<file path="src/rtl/alu_reg_stage_if.sv">
// Control and datapath signal bundle between the control unit, the ALU
// and the accumulator/operand register stage.
interface alu_reg_stage_if;
    logic [15:0] bus_in;
    logic        ld_a;
    logic        exec;
    logic [3:0]  exec_op;
    logic [16:0] alu_res;
    logic [15:0] alu_a;
    logic [15:0] alu_b;
    logic [3:0]  alu_op;
    logic [15:0] acc_out;
    logic        flag_c;
    logic        flag_z;
    logic        flag_n;
    logic        busy;
    logic        done;
    logic        err;

    // Control unit / ALU side: drives bus, commands and the ALU result.
    modport master (
        output bus_in, ld_a, exec, exec_op, alu_res,
        input  alu_a, alu_b, alu_op, acc_out,
        input  flag_c, flag_z, flag_n, busy, done, err
    );

    // Register stage side.
    modport slave (
        input  bus_in, ld_a, exec, exec_op, alu_res,
        output alu_a, alu_b, alu_op, acc_out,
        output flag_c, flag_z, flag_n, busy, done, err
    );
endinterface

</file>
<file path="src/rtl/alu_reg_stage.sv">
// Accumulator (A), operand (B) and opcode registers around the SAP ALU,
// with an IDLE/CALC/DONE sequencer providing a start/busy/done handshake.
module alu_reg_stage (
    input  logic             clk,
    input  logic             rst,
    alu_reg_stage_if.slave   bus
);
    typedef enum logic [1:0] {
        st_idle = 2'd0,
        st_calc = 2'd1,
        st_done = 2'd2
    } state_t;

    state_t      state_reg,  state_next;
    logic [15:0] a_reg,      a_next;
    logic [15:0] b_reg,      b_next;
    logic [3:0]  op_reg,     op_next;
    logic        c_reg,      c_next;
    logic        z_reg,      z_next;
    logic        n_reg,      n_next;
    logic        busy_reg,   busy_next;
    logic        done_reg,   done_next;
    logic        err_reg,    err_next;

    always_ff @(posedge clk or posedge rst) begin
        if (rst) begin
            state_reg <= st_idle;
            a_reg     <= 16'h0000;
            b_reg     <= 16'h0000;
            op_reg    <= 4'h0;
            c_reg     <= 1'b0;
            z_reg     <= 1'b0;
            n_reg     <= 1'b0;
            busy_reg  <= 1'b0;
            done_reg  <= 1'b0;
            err_reg   <= 1'b0;
        end else begin
            state_reg <= state_next;
            a_reg     <= a_next;
            b_reg     <= b_next;
            op_reg    <= op_next;
            c_reg     <= c_next;
            z_reg     <= z_next;
            n_reg     <= n_next;
            busy_reg  <= busy_next;
            done_reg  <= done_next;
            err_reg   <= err_next;
        end
    end

    always_comb begin
        state_next = state_reg;
        a_next     = a_reg;
        b_next     = b_reg;
        op_next    = op_reg;
        c_next     = c_reg;
        z_next     = z_reg;
        n_next     = n_reg;
        err_next   = 1'b0;

        case (state_reg)
            st_idle: begin
                // exec has priority; a concurrent ld_a is dropped even when
                // the opcode turns out to be illegal.
                if (bus.exec) begin
                    if (!bus.exec_op[3]) begin
                        b_next     = bus.bus_in;
                        op_next    = bus.exec_op;
                        state_next = st_calc;
                    end else begin
                        err_next = 1'b1;
                    end
                end else if (bus.ld_a) begin
                    a_next = bus.bus_in;
                end
            end
            st_calc: begin
                // Carry lives only in flag_c; A keeps the low 16 bits.
                a_next     = bus.alu_res[15:0];
                c_next     = bus.alu_res[16];
                z_next     = (bus.alu_res[15:0] == 16'h0000);
                n_next     = bus.alu_res[15];
                state_next = st_done;
            end
            st_done: begin
                state_next = st_idle;
            end
            default: begin
                state_next = st_idle;
            end
        endcase

        // Handshake outputs are registered copies of the next-state decode.
        busy_next = (state_next != st_idle);
        done_next = (state_next == st_done);
    end

    assign bus.alu_a   = a_reg;
    assign bus.alu_b   = b_reg;
    assign bus.alu_op  = op_reg;
    assign bus.acc_out = a_reg;
    assign bus.flag_c  = c_reg;
    assign bus.flag_z  = z_reg;
    assign bus.flag_n  = n_reg;
    assign bus.busy    = busy_reg;
    assign bus.done    = done_reg;
    assign bus.err     = err_reg;
endmodule

</file>
<file path="src/flat_wrapper.sv">
// flat-port wrapper written by rule: the top's interface ports become plain ports
module alu_reg_stage_flat 
  (clk, rst, bus_bus_in, bus_ld_a, bus_exec, bus_exec_op, bus_alu_res, bus_alu_a, bus_alu_b, bus_alu_op, bus_acc_out, bus_flag_c, bus_flag_z, bus_flag_n, bus_busy, bus_done, bus_err);
  alu_reg_stage_if bus_i ();
  input  logic clk;
  input  logic rst;
  input wire logic [$bits(bus_i.bus_in)-1:0] bus_bus_in;
  input wire logic [$bits(bus_i.ld_a)-1:0] bus_ld_a;
  input wire logic [$bits(bus_i.exec)-1:0] bus_exec;
  input wire logic [$bits(bus_i.exec_op)-1:0] bus_exec_op;
  input wire logic [$bits(bus_i.alu_res)-1:0] bus_alu_res;
  output wire logic [$bits(bus_i.alu_a)-1:0] bus_alu_a;
  output wire logic [$bits(bus_i.alu_b)-1:0] bus_alu_b;
  output wire logic [$bits(bus_i.alu_op)-1:0] bus_alu_op;
  output wire logic [$bits(bus_i.acc_out)-1:0] bus_acc_out;
  output wire logic [$bits(bus_i.flag_c)-1:0] bus_flag_c;
  output wire logic [$bits(bus_i.flag_z)-1:0] bus_flag_z;
  output wire logic [$bits(bus_i.flag_n)-1:0] bus_flag_n;
  output wire logic [$bits(bus_i.busy)-1:0] bus_busy;
  output wire logic [$bits(bus_i.done)-1:0] bus_done;
  output wire logic [$bits(bus_i.err)-1:0] bus_err;
  assign bus_i.bus_in = bus_bus_in;
  assign bus_i.ld_a = bus_ld_a;
  assign bus_i.exec = bus_exec;
  assign bus_i.exec_op = bus_exec_op;
  assign bus_i.alu_res = bus_alu_res;
  assign bus_alu_a = bus_i.alu_a;
  assign bus_alu_b = bus_i.alu_b;
  assign bus_alu_op = bus_i.alu_op;
  assign bus_acc_out = bus_i.acc_out;
  assign bus_flag_c = bus_i.flag_c;
  assign bus_flag_z = bus_i.flag_z;
  assign bus_flag_n = bus_i.flag_n;
  assign bus_busy = bus_i.busy;
  assign bus_done = bus_i.done;
  assign bus_err = bus_i.err;
  alu_reg_stage u_core (.clk(clk), .rst(rst), .bus(bus_i));
endmodule
</file>
<file path="config.mk">
export PLATFORM = sky130hd
export DESIGN_NAME = alu_reg_stage_flat
export DESIGN_NICKNAME = d
export VERILOG_FILES = /design/src/rtl/alu_reg_stage_if.sv /design/src/rtl/alu_reg_stage.sv /design/src/flat_wrapper.sv
export SDC_FILE = /design/constraint.sdc
export NUM_CORES = 1
export LEC_CHECK = 0
export ABC_CLOCK_PERIOD_IN_PS = 1420
export CORE_ASPECT_RATIO = 0.5
export CORE_MARGIN = 2
export CORE_UTILIZATION = 35
export DETAILED_ROUTE_END_ITERATION = 10
export PLACE_DENSITY = 0.74
export SETUP_SLACK_MARGIN = 0.15
export SYNTH_ARGS = -nofsm -noshare
export SYNTH_HDL_FRONTEND = slang
export SYNTH_SLANG_ARGS = --single-unit
</file>
<file path="constraint.sdc">
create_clock -name clk -period 1.42 [get_ports clk]
set_input_delay 0.426 -clock clk [delete_from_list [all_inputs] [get_ports clk]]
set_output_delay 0.426 -clock clk [all_outputs]
set_load 0.02 [all_outputs]
</file>
==> impl_results.md, run 1 <==
* Status: finished with violations
* Failing checks: negative setup slack
* F_max at between 600 and 700 MHz
* Cells along the critical path: nor4b_4 -> buf_4 -> clkbuf_16 -> mux2_4
* Fin Hold WS at roughly 0.38 ns
* Routed wire per std cell at roughly 20 µm
* Global-route wire length before repair at between 8000 and 9000 µm
* Post-route minimum period at between 1.5 and 2 ns
* Synth top area share at 0.531
* Area grow syn2layout at 89.4%
* Static leakage at 0.00186 µW
* Die footprint at approximately 0.0063 mm²
* Slew Viols, Final at 0
* Mapped Nets at 175
* CP arrival at about 1.7 ns
* Unrepaired setup endpoints after global routing: yes
* Worst-Skew Late Latency at between 0.2 and 0.3 ns
* Critical Path Source Type: flop
* Final setup vio count at 36
* Synthesized area per cell at between 10 and 15 µm²
* Sw power at 1630 µW
* Vias/cell at 4.84
* 1st-iter DRT viols at 73
* Crit path kind: flop to flop
* Largest net degree at the start of global routing at 34
* Final Util at 0.686
* Total CTS buffers at 5
* GP Congestion at between 0.7 and 0.8
* Max incr delay on CP at around 0.47 ns
* Vias at between 1500 and 2000
* Post-synth top area cell: dfrtp_1
* Post-synth top cells: dfrtp_1 (42), mux2_2 (38), buf_4 (20), mux2_4 (10), mux2_1 (5)
* Register area share after synthesis at 0.531
* Port bufs at 97
* Final hold vios at 0
* Data required, critical path at 1.59 ns
* Unique masters post-synth at 17
* Worst-case clock buffer depth at 2
* Seq pwr share at 0.324
* Worst Hold Class: input port to asynchronous set/reset pin
* Critical Path Sink Type: flop
* Dpl hpwl at roughly 3700 µm
* Sw Share at 0.314
* Num ports at about 100
* Logic pwr share at 0.426
* Worst-path cell with the longest stage delay: dfrtp_2
* Row count at 19
* Total GRT Usage at 0.190
* Core Region at ~0.0055 mm²
* CTS tree: done
* First-pass DRT Iterations at 4
* DRC viols at 0
* GRT overflow at 0
* Mapped Cells at approximately 130
* Clock group share of total power at 0.251
* Most frequent cell after synthesis: dfrtp_1
* Worst-path fanout max at 7
* YS warnings at 0
* Fraction of registers with async set/reset at 1.00
* Initial antenna violation count at 0
* Most used flip-flop cell after synthesis: dfrtp_1
* P_int at ~3600 µW
* N_diodes at 0
* Hold_buf cts at 0
* Layout Nets at 305
* Vias in the first global route at 1583
* CTS root buf: clkbuf_16
* CTS sink cnt at 42
* Die outline width at between 100 and 150 µm
* Detailed Route WL at a little under 7000 µm
* Layout cell share with drive strength beyond 1 at 0.664
* Post-DRT Antenna Nets at 0
* Delay-heaviest family, CP: flip-flops
* H-tree depth at 2
* Synthesized area at 0.00198 mm²
* Synth area leaders: dfrtp_1 (53%), mux2_2 (22%), buf_4 (7.6%), mux2_4 (7.6%), mux2_1 (2.8%)
* Clk_skew at just over 0.003 ns
* Post-route clock period utilization at 1.09
* Die height at 57.2 µm
* CTS clock-pin slew for the worst setup and hold paths at 0.06 ns
* Post-synth EDFFs at 0
* Max cap viols at 0
* Initial core utilization at 0.362
* Post-synthesis register bit count at 42
* Maximum VDD drop at between 0.6 and 0.7 mV
* Dpl ws at -0.504 ns
* Cell Pwr Density at roughly 1400 mW/mm²
* CP Buf/Inv Count at 2
* PnR worst setup slack at -0.128 ns
[cells by family (layout without fill, tap and decap cells)]
group / after synthesis / in the layout / synth area share
simple gates: 11 / 13 / 0.0436
flops: 42 / 42 / 0.531
compound gates: 2 / 2 / 0.0107
other cells: 1 / 1 / 0.00189
buf+inv: 25 / 154 / 0.0929
mux: 53 / 53 / 0.320
[cells in the final DEF (no fill, tap or decap), drive strengths merged]
cell and count:
a21oi 1, buf 102, bufinv 1, clkbuf 6
clkdlybuf4s15 1, clkdlybuf4s50 27, clkinv 2, clkinvlp 1
conb 1, dfrtp 42, dlygate4sd2 6, dlymetal6s2s 6
inv 2, mux2 53, nand2 1, nand2b 5
nand4 1, nor4 4, nor4b 1, nor4bb 1
o21ai 1
[per-layer routing]
metal	vias up	global-route usage	part of all wire
met5	-	0	0
met4	0	0.0768	0.026
met3	14	0.0411	0.033
met2	43	0.325	0.52
met1	862	0.237	0.42
li1	716	-	-
[metrics by stage]
| step | power [µW] | area (µm²) | setup TNS (ns) | instances |
|---|---|---|---|---|
| CTS | 4650 | 3290 | -1.86 | 320 |
| global route | 5370 | 3750 | -3.36 | 338 |
| floorplan | 2590 | 2030 | -1.12 | 134 |
| finish | 5190 | 3750 | -2.81 | 338 |
| detailed placement | 3410 | 3070 | -17.33 | 297 |
| global placement | 3370 | 3070 | -16.25 | 297 |
[power groups by stage]
stage | combinational (µW) | clock [µW] | sequential, µW
6_report | 2210 | 1300 | 1680
5_1_grt | 2290 | 1370 | 1710
4_1_cts | 1730 | 1290 | 1630
3_5_place_dp | 1780 | 0 | 1630
3_3_place_gp | 1750 | 0 | 1620
2_1_floorplan | 692 | 0 | 1900
[cell type report]
type / count / area, µm²
Inverter: 3 / 15.0
Timing Repair Buffer: 143 / 1470
Multi-Input combinational cell: 69 / 961
Clock buffer: 5 / 125
Sequential cell: 42 / 1050
Fill cell: 348 / 1720
Clock inverter: 3 / 40.0
Tap cell: 73 / 91.3
[what timing repair did]
action	CTS	global route
buffers inserted	12	17
pin swaps	4	7
endpoints found under the setup margin	96	88
gates cloned	3	1
gates resized for setup	294	95
[path summary, 6_finish.rpt]
kind	to	slack, ns	depth (start not counted)	start
worst max-delay path	u_core.bus.alu_b[10]	-0.13	4	u_core.bus.done
worst min-delay path	u_core.bus.acc_out[5]	0.38	2	rst
worst max register to register	u_core.bus.alu_b[10]	-0.13	4	u_core.bus.done
worst min register to register	u_core.bus.alu_op[1]	0.51	1	u_core.bus.alu_op[1]
max in group asynchronous	u_core.state_reg[0]	0.63	3	rst
min in group clk	u_core.bus.alu_op[1]	0.51	1	u_core.bus.alu_op[1]
No activity file was read; power rests on OpenSTA's default activity.
==> run 2: changes to the inputs <==
--- a/config.mk
+++ b/config.mk
@@ -12,6 +12,7 @@
 export DETAILED_ROUTE_END_ITERATION = 10
 export PLACE_DENSITY = 0.74
 export SETUP_SLACK_MARGIN = 0.15
+export SLEW_MARGIN = 20
 export SYNTH_ARGS = -nofsm -noshare
 export SYNTH_HDL_FRONTEND = slang
 export SYNTH_SLANG_ARGS = --single-unit
==> results of run 2 <==
Final layout, timing and power as in run 1 (identical DEF).
